<file path="config.mk">
export PLATFORM = sky130hd
export DESIGN_NAME = fmul_seq
export DESIGN_NICKNAME = d
export VERILOG_FILES = /design/src/rtl/fmul_seq.sv
export SDC_FILE = /design/constraint.sdc
export NUM_CORES = 1
export LEC_CHECK = 0
export CAP_MARGIN = 0
export CORE_MARGIN = 3
export CORE_UTILIZATION = 50
export CTS_CLUSTER_SIZE = 24
export DETAILED_ROUTE_END_ITERATION = 10
export PLACE_DENSITY = 0.78
export SLEW_MARGIN = 5
export SYNTH_ARGS = -nofsm -noshare
export SYNTH_HDL_FRONTEND = slang
export SYNTH_SLANG_ARGS = --single-unit
export TNS_END_PERCENT = 50
</file>
<file path="constraint.sdc">
create_clock -name clk -period 4.91 [get_ports clk]
set_clock_uncertainty 0.15 [all_clocks]
set_input_delay 0.491 -clock clk [delete_from_list [all_inputs] [get_ports clk]]
set_output_delay 0.491 -clock clk [all_outputs]
set_load 0.02 [all_outputs]
</file>
<file path="src/rtl/fmul_seq.sv">
// rtl/fmul_seq.sv - multi-cycle IEEE-754 multiplier with shift-add mantissa datapath
//
// Purpose: multiplies a by b one multiplier bit per cycle, then normalizes,
// rounds and range-checks the product in a single ROUND cycle. Operand format,
// round_mode encoding and flag vector match the FP divider.
//
// Ports:
//   clk        rising-edge clock
//   rst        synchronous active-high reset (aborts any in-flight operation)
//   in_valid   operands valid; accepted when in_ready is high
//   in_ready   high only in IDLE
//   a, b       multiplicand / multiplier
//   round_mode 1: nearest-even, 0: truncate
//   out_valid  r/flags valid; held until out_ready
//   out_ready  consumer accepts result
//   r          product
//   flags      [4] invalid, [3] div_by_0 (0), [2] overflow, [1] underflow, [0] inexact

module fmul_seq #(
  parameter int exp   = 8,
  parameter int frac  = 23,
  parameter int width = exp + frac + 1
) (
  input  logic             clk,
  input  logic             rst,
  input  logic             in_valid,
  output logic             in_ready,
  input  logic [width-1:0] a,
  input  logic [width-1:0] b,
  input  logic             round_mode,
  output logic             out_valid,
  input  logic             out_ready,
  output logic [width-1:0] r,
  output logic [4:0]       flags
);

  localparam int pw   = 2 * frac + 2;        // product width
  localparam int mw   = frac + 1;            // mantissa width incl. hidden bit
  localparam int ew   = exp + 2;             // working exponent width (two's complement)
  localparam int cw   = $clog2(frac + 1);    // bit counter width
  localparam int bias = 2 ** (exp - 1) - 1;

  localparam logic [ew-1:0] e_bias = ew'(bias);
  localparam logic [ew-1:0] e_max  = ew'(2 ** exp - 1);

  typedef enum logic [1:0] {
    IDLE  = 2'd0,
    MUL   = 2'd1,
    ROUND = 2'd2,
    DONE  = 2'd3
  } state_t;

  state_t             state_q, state_d;
  logic [cw-1:0]      cnt_q, cnt_d;
  logic [mw-1:0]      mant_a_q, mant_a_d;
  logic [mw-1:0]      mant_b_q, mant_b_d;
  logic [pw-1:0]      prod_q, prod_d;
  logic [ew-1:0]      e_q, e_d;
  logic               sign_q, sign_d;
  logic               rnd_q, rnd_d;
  logic               out_valid_q, out_valid_d;
  logic [width-1:0]   r_q, r_d;
  logic [4:0]         flags_q, flags_d;

  // ---------------------------------------------------------------------------
  // Operand classification (live inputs, only meaningful in IDLE)
  // ---------------------------------------------------------------------------
  logic [exp-1:0]   exp_a, exp_b;
  logic [frac-1:0]  frac_a, frac_b;
  logic             a_nan, b_nan, a_inf, b_inf, a_zero, b_zero;
  logic             sign_in;
  logic [ew-1:0]    e_in;
  logic             spec_hit;
  logic [width-1:0] spec_r;
  logic [4:0]       spec_flags;

  localparam logic [width-1:0] qnan = {1'b0, {exp{1'b1}}, 1'b1, {(frac-1){1'b0}}};

  always_comb begin
    exp_a   = a[width-2:frac];
    exp_b   = b[width-2:frac];
    frac_a  = a[frac-1:0];
    frac_b  = b[frac-1:0];
    a_nan   = (&exp_a) && (|frac_a);
    b_nan   = (&exp_b) && (|frac_b);
    a_inf   = (&exp_a) && !(|frac_a);
    b_inf   = (&exp_b) && !(|frac_b);
    // Subnormals are flushed to zero on input, so exp==0 alone means zero.
    a_zero  = (exp_a == '0);
    b_zero  = (exp_b == '0);
    sign_in = a[width-1] ^ b[width-1];
    e_in    = {2'b00, exp_a} + {2'b00, exp_b} - e_bias;

    spec_hit   = 1'b1;
    spec_r     = '0;
    spec_flags = 5'b00000;
    if (a_nan || b_nan) begin
      spec_r     = qnan;
      spec_flags = 5'b10000;
    end else if ((a_inf && b_zero) || (a_zero && b_inf)) begin
      spec_r     = qnan;
      spec_flags = 5'b10000;
    end else if (a_inf || b_inf) begin
      spec_r = {sign_in, {exp{1'b1}}, {frac{1'b0}}};
    end else if (a_zero || b_zero) begin
      spec_r = {sign_in, {(width-1){1'b0}}};
    end else begin
      spec_hit = 1'b0;
    end
  end

  // ---------------------------------------------------------------------------
  // Shift-add step: multiplicand aligned to the current multiplier bit
  // ---------------------------------------------------------------------------
  logic [pw-1:0] addend;

  always_comb begin
    addend = {{(pw-mw){1'b0}}, mant_a_q} << cnt_q;
  end

  // ---------------------------------------------------------------------------
  // Normalize / round / range check on the finished product
  // ---------------------------------------------------------------------------
  logic            hi;
  logic [frac-1:0] m_frac;
  logic            g_bit, r_bit, s_bit;
  logic            inc;
  logic [frac:0]   frac_rnd;
  logic [ew-1:0]   e_n, e_r;
  logic [width-1:0] rnd_r;
  logic [4:0]      rnd_flags;

  always_comb begin
    hi = prod_q[pw-1];
    // The hidden bit is always 1 after normalization, so only the stored
    // fraction is kept; a carry out of it is exactly a carry out of the mantissa.
    m_frac = hi ? prod_q[pw-2 -: frac] : prod_q[pw-3 -: frac];
    g_bit  = hi ? prod_q[frac]        : prod_q[frac-1];
    r_bit  = hi ? prod_q[frac-1]      : prod_q[frac-2];
    s_bit  = hi ? (|prod_q[frac-2:0]) : (|prod_q[frac-3:0]);
    e_n    = e_q + (hi ? ew'(1) : ew'(0));

    inc      = rnd_q && g_bit && (r_bit || s_bit || m_frac[0]);
    frac_rnd = {1'b0, m_frac} + {{frac{1'b0}}, inc};
    e_r      = e_n + {{(ew-1){1'b0}}, frac_rnd[frac]};

    if (!e_r[ew-1] && (e_r >= e_max)) begin
      rnd_r     = {sign_q, {exp{1'b1}}, {frac{1'b0}}};
      rnd_flags = 5'b00101;
    end else if (e_r[ew-1] || (e_r == '0)) begin
      rnd_r     = {sign_q, {(width-1){1'b0}}};
      rnd_flags = 5'b00011;
    end else begin
      rnd_r     = {sign_q, e_r[exp-1:0], frac_rnd[frac-1:0]};
      rnd_flags = {4'b0000, g_bit | r_bit | s_bit};
    end
  end

  // ---------------------------------------------------------------------------
  // FSM next state / datapath
  // ---------------------------------------------------------------------------
  always_comb begin
    state_d     = state_q;
    cnt_d       = cnt_q;
    mant_a_d    = mant_a_q;
    mant_b_d    = mant_b_q;
    prod_d      = prod_q;
    e_d         = e_q;
    sign_d      = sign_q;
    rnd_d       = rnd_q;
    out_valid_d = out_valid_q;
    r_d         = r_q;
    flags_d     = flags_q;

    case (state_q)
      IDLE: begin
        if (in_valid) begin
          mant_a_d = {1'b1, frac_a};
          mant_b_d = {1'b1, frac_b};
          prod_d   = '0;
          cnt_d    = '0;
          e_d      = e_in;
          sign_d   = sign_in;
          rnd_d    = round_mode;
          if (spec_hit) begin
            r_d     = spec_r;
            flags_d = spec_flags;
            state_d = DONE;
          end else begin
            state_d = MUL;
          end
        end
      end
      MUL: begin
        if (mant_b_q[cnt_q]) begin
          prod_d = prod_q + addend;
        end
        cnt_d = cnt_q + cw'(1);
        if (cnt_q == cw'(frac)) begin
          state_d = ROUND;
        end
      end
      ROUND: begin
        r_d     = rnd_r;
        flags_d = rnd_flags;
        state_d = DONE;
      end
      DONE: begin
        // out_valid is registered one edge after DONE is entered; it drops on
        // the same edge that completes the handshake.
        if (out_valid_q && out_ready) begin
          out_valid_d = 1'b0;
          state_d     = IDLE;
        end else begin
          out_valid_d = 1'b1;
        end
      end
      default: begin
        state_d = IDLE;
      end
    endcase
  end

  always_ff @(posedge clk) begin
    if (rst) begin
      state_q     <= IDLE;
      cnt_q       <= '0;
      mant_a_q    <= '0;
      mant_b_q    <= '0;
      prod_q      <= '0;
      e_q         <= '0;
      sign_q      <= 1'b0;
      rnd_q       <= 1'b0;
      out_valid_q <= 1'b0;
      r_q         <= '0;
      flags_q     <= '0;
    end else begin
      state_q     <= state_d;
      cnt_q       <= cnt_d;
      mant_a_q    <= mant_a_d;
      mant_b_q    <= mant_b_d;
      prod_q      <= prod_d;
      e_q         <= e_d;
      sign_q      <= sign_d;
      rnd_q       <= rnd_d;
      out_valid_q <= out_valid_d;
      r_q         <= r_d;
      flags_q     <= flags_d;
    end
  end

  assign in_ready  = (state_q == IDLE);
  assign out_valid = out_valid_q;
  assign r         = r_q;
  assign flags     = flags_q;

endmodule

</file>
==> flow_summary_export.csv <==
group,metric,value,unit
floorplanning,start_util,0.515,
layout,fin_nets,1720,
floorplanning,dieArea,24600,um2
synthesis,synth_ff_type,"dfxtp_1",
layout,drive_above_1_share,0.0754,
worst_setup_path,crit_path_start_kind,"register",
placement,io_buffers,106,
synthesis,ys_top_cells_by_area,"dfxtp_1 27%, nand2_1 8.6%, ha_1 7.6%",
placement,gp_congestion,0.959,
floorplanning,ios,108,
floorplanning,rows,54,
synthesis,yosysTopAreaCell,"dfxtp_1",
floorplanning,core_area,22100,um2
clocking,htree_levels,4,
clocking,clock-root-buffer,"clkbuf_16",
global_routing,antenna_found_initial,1,
synthesis,async_flop_share,0,
synthesis,synthesis.nets,1654,
floorplanning,die_height,157,um
min_path,min_path_type,"register to register",
clocking,cts_tree,"built",
clocking,clock_sinks,151,
floorplanning,fp.dieW,157,um
clocking,cts.repair.resized,0,
global_routing,grtUsageTotal,0.267,
worst_setup_path,critPathKind,"register to register",
global_routing,grt_overflow_total,0,
layout,n_antenna_cell,0,
clocking,cts_setup_buffers,0,
synthesis,synth-edff-count,0,
clocking,numCtsBuffers,17,
pwr,pwr-share-comb,0.285,
sta,finalHoldViolCount,0,
pwr,switching_share,0.371,
clocking,path_clk_slew,80,ps
sta,slew_headroom,0.268,
pwr,peakVddDrop,0.000250,V
routing,drt_iter0_drc,998,
routing,ant_nets,0,
worst_setup_path,end_kind,"register",
global_routing,grt_pass1_vias,10708,
worst_setup_path,critPathRequiredTime,5130,ps
synthesis,syn_avg_cell_area,7.52,um2
synthesis,synth_common_cells,"260 x nand2_1, 172 x a21oi_1, 151 x dfxtp_1",
sta,min_period_over_period,0.935,
worst_setup_path,critical_path_arrival,4810,ps
clocking,clock_latency,440,ps
sta,worst_pin_slew,1100,ps
synthesis,syn_inst,1513,
synthesis,yosysWarnings,0,
pwr,p_total,3.88,mW
routing,avgViaCountPerCell,6.11,
pwr,p_leak,4.98,nW
pwr,seq_power_share,0.363,
sta,rsz0062_at_grt,"no",
synthesis,syn_area,11400,um2
placement,post-dp-hpwl,24700,um
sta,setup_viol,0,
run_status,outcome,"finished, final reports clean",
synthesis,ys_seq_area_frac,0.266,
layout,stdcell_count,1872,
clocking,cts_max_path_buffers,2,
synthesis,synth_most_common_cell,"nand2_1",
routing,vias,11446,
synthesis,yosysUniqueCellTypes,79,
sta,final.setup.tns,0,ps
sta,drv_slew,0,
sta,fmax,218,MHz
pwr,p_sw,1.44,mW
clocking,cts.hold.buffers_added,0,
worst_setup_path,cp_max_fo,22,
layout,area_growth,16.9,%
global_routing,grt_pass1_wl,53600,um
pwr,p_clk_frac,0.352,
pwr,powerDensity,292,nW/um2
synthesis,netlist.area_leader.share,0.266,
pwr,p_int,2.44,mW
routing,drt_first_pass_iters,7,
sta,min_period,4590,ps
synthesis,ys_seq_elements,151,
placement,dp_cells,1840,
routing,wire_per_inst,17.7,um
global_routing,grt_max_degree,89,
flow_run,cap_viol_max_count,0,
routing,drc_errors,0,
routing,wirelength,33100,um
## logic make-up after synthesis
kind of cell | count (synthesis) | synth area share
AO/OA/AOI/OAI | 455 | 0.254
XOR/XNOR | 62 | 0.0477
adder cells (fa/ha/maj) | 72 | 0.0811
buffers and inverters | 128 | 0.0453
flip-flops | 151 | 0.266
multiplexers | 69 | 0.0770
other | 1 | 0.000329
AND/OR/NAND/NOR | 575 | 0.229
## stage by stage
| step | area [um2] | worst slack [ps] | hold slack [ps] | utilization |
|---|---|---|---|---|
| 2_1_floorplan | 11400 | 421 | 283 | - |
| 3_3_place_gp | 12700 | 386 | 280 | 0.573 |
| 3_5_place_dp | 12700 | 267 | 288 | 0.573 |
| 4_1_cts | 13300 | 179 | 300 | 0.601 |
| 5_1_grt | 13300 | 43.0 | 320 | 0.602 |
| 6_report | 13300 | 317 | 300 | 0.602 |
## cells in the final DEF (no fill, tap or decap), types with 16 or more instances in the layout
cell type	count
a211oi_1	26
a21o_1	22
a21oi_1	172
a22oi_1	24
a31oi_1	16
and2_1	16
buf_4	29
clkbuf_16	17
clkdlybuf4s50_1	105
dfxtp_1	148
ha_1	69
inv_1	38
mux2_2	18
mux2i_1	38
nand2_1	260
nand3_1	41
nand4_1	20
nor2_1	126
nor3_1	22
nor4_1	20
o21ai_0	71
xnor2_1	37
xor2_1	25
## critical path, stage by stage (launching register included)
cell and delay [ps]:
dfxtp_4 540, mux4_2 590, mux2i_1 220, nor2_1 60, a31oi_1 270, nor2_1 90
ha_1 370, and3_1 260, nand2_1 100, a2111o_1 470, a31o_1 320, o31ai_4 370
a31oi_1 170, a2111o_1 450, o211ai_2 80
## registers in the layout, indices dropped and copies added, names as in the netlist
| name | flops |
|---|---|
| mant_a_q | 24 |
| sign_q | 1 |
| state_q | 2 |
| out_valid | 1 |
| cnt_q | 5 |
| mant_b_q | 23 |
| r | 32 |
| rnd_q | 1 |
| flags | 4 |
| prod_q | 48 |
| e_q | 10 |
## worst paths after layout
path | from | end | slack (ps) | cells past startpoint
max | cnt_q[0]$_SDFFE_PP0P_ | prod_q[43]$_SDFFE_PP0P_ | 320 | 14
min | r[28]$_SDFFE_PP0P_ | r[28]$_SDFFE_PP0P_ | 300 | 2
max reg2reg | cnt_q[0]$_SDFFE_PP0P_ | prod_q[43]$_SDFFE_PP0P_ | 320 | 14
min reg2reg | r[28]$_SDFFE_PP0P_ | r[28]$_SDFFE_PP0P_ | 300 | 2
## final cells by class
class,instances,area [um2]
fillers,2005,8790
multi-input cells,1234,7860
flip-flops and latches,151,3030
repair buffers,135,1290
clock buffers,18,439
well taps,280,350
clock inverters,14,178
inverters,40,150
## layer usage
| metal | GRT usage | vias up | share of wire |
|---|---|---|---|
| li1 | - | 5647 | - |
| met3 | 0.0628 | 68 | 0.056 |
| met4 | 0.0767 | 2 | 0.026 |
| met1 | 0.343 | 5371 | 0.44 |
| met5 | 0 | - | 0.00039 |
| met2 | 0.447 | 358 | 0.48 |
## power by group through the flow
stage	combinational [mW]	clock, mW	sequential [mW]
floorplan	0.807	0	1.39
global placement	1.07	0	1.43
detailed placement	1.09	0	1.43
CTS	1.09	1.38	1.41
global route	1.22	1.43	1.42
finish	1.11	1.37	1.41
No activity file was read; power rests on OpenSTA's default activity.
==> RTL change 1: new RTL, same flow settings <==
Make the reset (`rst`) asynchronous in one clocked block. Comments in the files are not updated.
--- a/src/rtl/fmul_seq.sv
+++ b/src/rtl/fmul_seq.sv
@@ -223,3 +223,3 @@
 
-  always_ff @(posedge clk) begin
+  always_ff @(posedge clk or posedge rst) begin
     if (rst) begin
Behaviour: differs if rst is asserted again (counterexample within 4 cycles, from zero or initial values and one cycle with rst high); with rst held inactive, the same outputs for 10 cycles.
==> RTL change 1 against the unedited design <==
  * Final area increased by 2.6%
  * Sequential cell count is the same
  * Die area grew 1.5%
  * Critical endpoint is now prod_q[47]$_DFFE_PP0P_
  * Routed wire length decreased by 6.2%
  * Worst setup slack worse by 0.086 ns
  * Maximum frequency down 1.8%
  * Core utilization rose by 1.0 points
  * Synthesized area increased by 1.5%
  * Critical path type unchanged
Power is not compared: it rests on default switching activity, and its combinational part moved more than twofold at a synthesized area within 25%.
==> RTL change 1: results (changes against the unedited design) <==
stage,metric,value,unit,change
outcome,status,completed,,
layout,n_all_buffers,145,,+7.4%
routing,route.met2.wl,14700,µm,-6.9%
placed_design,dp_hpwl,23800,µm,-3.8%
worst_setup_path,worstRegToRegCells,17,,+3
synthesis,synth_xor_xnor_area_share,0.0508,,+0.00307
grt,grtUsageMet1,0.348,,+0.00418
routing,vias,10300,,-9.9%
cts,hold_buffers,0,,unchanged
worst_setup_path,critPathSlowestCell,dfrtp_2,,
synthesis,ys_seq_area_frac,0.327,,+0.0614
worst_setup_path,crit_path_end,prod_q[47]$_DFFE_PP0P_,,
routing,drtPass1Iterations,5,,-2
routing,top_layer_used,met4,,
layout,multi_input_gates,1048,,-15%
routing,drtIter0Drc,871,,-13%
routing,wl_met3,1670,µm,-11%
power,pg_clk,0.00132,W,
placed_design,place.gp.congestion,0.988,,+3.1%
routing,drt_wl_total,31100,µm,-6.2%
placed_design,placed_area,13000,µm²,+2.7%
synthesis,syn_nets,1448,,-12%
layout,multi_input_area_share,0.542,,-0.0492
grt,antenna_found_initial,0,,-1
worst_setup_path,crit_fanout,20,,-9.1%
synthesis,ys_types,71,,-10%
worst_setup_path,crit_start,cnt_q[0]$_DFFE_PP0P_,,
routing,drt-met1-wl,14100,µm,-3.5%
grt,grt_use_met2,0.407,,-0.0406
layout,seq_area_frac,0.277,,+0.0490
hold_path,hold_start,r[0]$_DFFE_PP0P_,,
synthesis,synth_mux_area_frac,0.130,,+0.0533
layout,fillCellCount,1896,,-5.4%
hold_path,min_to,r[0]$_DFFE_PP0P_,,
synthesis,synth_top_flop_cell,dfrtp_1,,
grt,grt_use_total,0.248,,-0.0186
grt,grtUsageMet3,0.0355,,-0.0272
cts,htree_levels,4,,unchanged
grt,grt_pass1_vias,9788,,-8.6%
layout,clk_share,0.0433,,-0.00310
worst_setup_path,crit_arrival,4.82,ns,about the same
worst_setup_path,r2r_slack,0.23,ns,-0.09 ns
synthesis,synthTopCellsByArea,"dfrtp_1, ha_1, mux2_2",,
layout,inverters,38,,-5.0%
synthesis,yosys-top-cells-count,"nand2_1, dfrtp_1, o21ai_0",,
RTL change 1: changes by cell type in the layout (fill, tap and decap cells not counted), moves of 11 or more:
cell      before  now
dfrtp_1        0  149
dfxtp_1      148    0
nand2_1      260  165
a21oi_1      172   93
mux2_2        18   65
nor2_1       126   96
o21ai_0       71   99
a22oi_1       24    3
a211oi_1      26    8
nand3_1       41   23
a22o_1         7   21
a21o_1        22   33
RTL change 1: stage by stage:
| step | total power [W] | setup slack [ns] | std cells | hold WS (ns) | utilization |
|---|---|---|---|---|---|
| after global placement | 0.00674 | 0.324 | 1660 | 0.308 | 0.583 |
| after detailed placement | 0.00685 | 0.242 | 1660 | 0.322 | 0.583 |
| after CTS | 0.00820 | 0.180 | 1692 | 0.345 | 0.610 |
| after floorplan | 0.00542 | 0.204 | 1307 | 0.300 | - |
| after global routing | 0.00886 | -0.0299 | 1694 | 0.359 | 0.612 |
| final | 0.00827 | 0.230 | 1694 | 0.337 | 0.612 |
==> RTL change 2: new RTL, config.mk and constraints unchanged <==
Made on the original files. The parameter `exp` goes from 8 to 6.
--- a/src/rtl/fmul_seq.sv
+++ b/src/rtl/fmul_seq.sv
@@ -19,3 +19,3 @@
 module fmul_seq #(
-  parameter int exp   = 8,
+  parameter int exp   = 6,
   parameter int frac  = 23,
Ports: changed (resized a, b and r); port bits go from 108 to 102. The function was not compared with the original's and may differ.
==> RTL change 2 against the unedited design <==
  * Core utilization is 0.95 points lower
  * Total power is 25% higher
  * Synthesized cell count is 1.5% lower
  * Final area is 2.5% lower
  * Synthesized area is 1.9% lower
  * Routed wire length is 1.3% lower
  * Worst setup slack worse by 0.023 ns
  * Sequential cell count is 4 lower
  * First-iteration DRC count is 0.10% lower
  * Via count is 1.3% lower
  * Critical path type unchanged
  * Largest power group is now combinational cells
==> RTL change 2: results (changes against the unedited design) <==
stage,metric,value,unit,change
synthesis,yosys-top-cells-count,"nand2_1, a21oi_1, dfxtp_1",,
routing,route.met2.wl,15300,µm,-3.1%
grt,grt_use_total,0.262,,-0.00495
worst_setup_path,r2r_slack,0.29,ns,-0.02 ns
cts,clock_latency,0.43,ns,
synthesis,synthTopCellsByArea,"dfxtp_1, nand2_1, ha_1",,
grt,grt_max_degree,78,,-12%
layout,fin_nets,1675,,-2.6%
placed_design,dp_slack,0.356,ns,+0.0896 ns
layout,fillCellCount,2060,,+2.7%
timing,tns,0,ns,unchanged
hold_path,min_to,r[9]$_SDFFE_PP0P_,,
die,die_area,24200,µm²,-1.9%
synthesis,synth-async-reset-ratio,0,,unchanged
power,p_sw,0.00199,W,+38%
timing,tightest_slew,1.08,ns,-0.0188 ns
worst_setup_path,worstRegToRegCells,16,,+2
placed_design,dp_hpwl,24400,µm,-1.2%
outcome,status,completed,,
worst_setup_path,crit_fanout,16,,-27%
routing,drt-met1-wl,14500,µm,-0.77%
synthesis,ys_types,77,,-2.5%
hold_path,hold_path_class,flop to flop,,
routing,drtPass1Iterations,6,,-1
grt,grt_pass1_wl,52300,µm,-2.5%
worst_setup_path,r2r-end,prod_q[44]$_SDFFE_PP0P_,,
placed_design,place.gp.congestion,0.960,,+0.16%
grt,grt_pass1_vias,10400,,-3.1%
placed_design,port_buffers,100,,-5.7%
power,ir_drop,0.241,mV,-3.6%
routing,vias,11300,,-1.3%
timing,setup_violations,0,,unchanged
routing,wl_met3,1880,µm,+0.59%
layout,drive_above_1_share,0.0708,,-0.00459
routing,top_layer_used,met4,,
synthesis,ys_seq_area_frac,0.264,,-0.00196
layout,diodes,0,,unchanged
synthesis,syn_nets,1624,,-1.8%
routing,post_drt_wl_per_cell,17.8,µm,+0.78%
hold_path,hold_start,r[9]$_SDFFE_PP0P_,,
layout,largest_reg_flops,48,,unchanged
worst_setup_path,crit_arrival,4.78,ns,-0.03 ns
cts,cts_buffer_depth,2,,unchanged
routing,drtIter0Drc,997,,-0.10%
grt,antenna_found_initial,0,,-1
power,p_leak,4.89,nW,-1.7%
## RTL change 2: cell count changes after synthesis, moves of 5 or more
cell / delta
inv_1: -10
o2111ai_1: -9
mux2i_1: +9
nand2b_1: +7
a21o_1: +5
nand2_1: -7
o21ai_0: +5
a21oi_1: -11
buf_2: +5
a311oi_1: -6
## RTL change 2: stage by stage
step	area, µm²	hold slack (ns)	cells	total power (W)
CTS	13000	0.306	1834	0.00486
detailed placement	12400	0.296	1803	0.00346
global placement	12400	0.288	1803	0.00344
finish	13000	0.304	1834	0.00486
floorplan	11200	0.283	1491	0.00290
global route	13000	0.323	1834	0.00514
## RTL change 2: cells by family after synthesis
family / after synthesis / share of synthesized area
AO/OA/AOI/OAI: 430 / 0.239
adder cells (fa/ha/maj): 68 / 0.0782
flip-flops: 147 / 0.264
AND/OR/NAND/NOR: 574 / 0.234
buffers and inverters: 130 / 0.0471
multiplexers: 78 / 0.0886
other: 1 / 0.000336
XOR/XNOR: 63 / 0.0494
## RTL change 2: area by class of cell
class | count | area (µm²) | area share
repair buffers | 132 | 1250 | 0.0965
clock buffers | 17 | 425 | 0.0328
clock inverters | 14 | 185 | 0.0143
inverters | 30 | 113 | 0.00868
multi-input cells | 1214 | 7700 | 0.594
flip-flops and latches | 147 | 2950 | 0.227
well taps | 280 | 350 | 0.0270
## RTL change 2: worst max path at each step
| stage | depth (start not counted) | endpoint | slack (ns) |
|---|---|---|---|
| final | 16 | prod_q[44]$_SDFFE_PP0P_ | 0.29 |
| after global routing | 16 | prod_q[44]$_SDFFE_PP0P_ | 0.04 |
| after CTS | 15 | prod_q[43]$_SDFFE_PP0P_ | 0.33 |
| after detailed placement | 15 | prod_q[43]$_SDFFE_PP0P_ | 0.36 |
| after global placement | 15 | prod_q[43]$_SDFFE_PP0P_ | 0.33 |
| after floorplan | 19 | prod_q[43]$_SDFFE_PP0P_ | 0.63 |
## RTL change 2: power by group through the flow
stage	registers (W)	logic [W]	clock network, W
after floorplan	0.00152	0.00139	0
after global placement	0.00153	0.00190	0
after detailed placement	0.00154	0.00192	0
after CTS	0.00152	0.00194	0.00140
after global routing	0.00155	0.00214	0.00146
final	0.00152	0.00196	0.00138
## RTL change 2: critical path: stages (launching register included)
cell and delay [ns]:
dfxtp_2 0.58, buf_4 0.26, mux2_2 0.36, nor2_1 0.08
a21oi_1 0.07, mux2_2 0.33, o21ai_0 0.35, ha_1 0.37
a21o_1 0.20, o21bai_1 0.17, a21o_1 0.19, a21oi_1 0.13
o21ai_0 0.14, a221oi_1 0.37, a21oi_1 0.13, or3_1 0.36
a32o_1 0.25
## RTL change 2: layer usage
metal / up-vias / track usage
met3: 75 / 0.0292
met5: - / 0
li1: 5496 / -
met1: 5296 / 0.353
met4: 0 / 0.0988
met2: 429 / 0.433
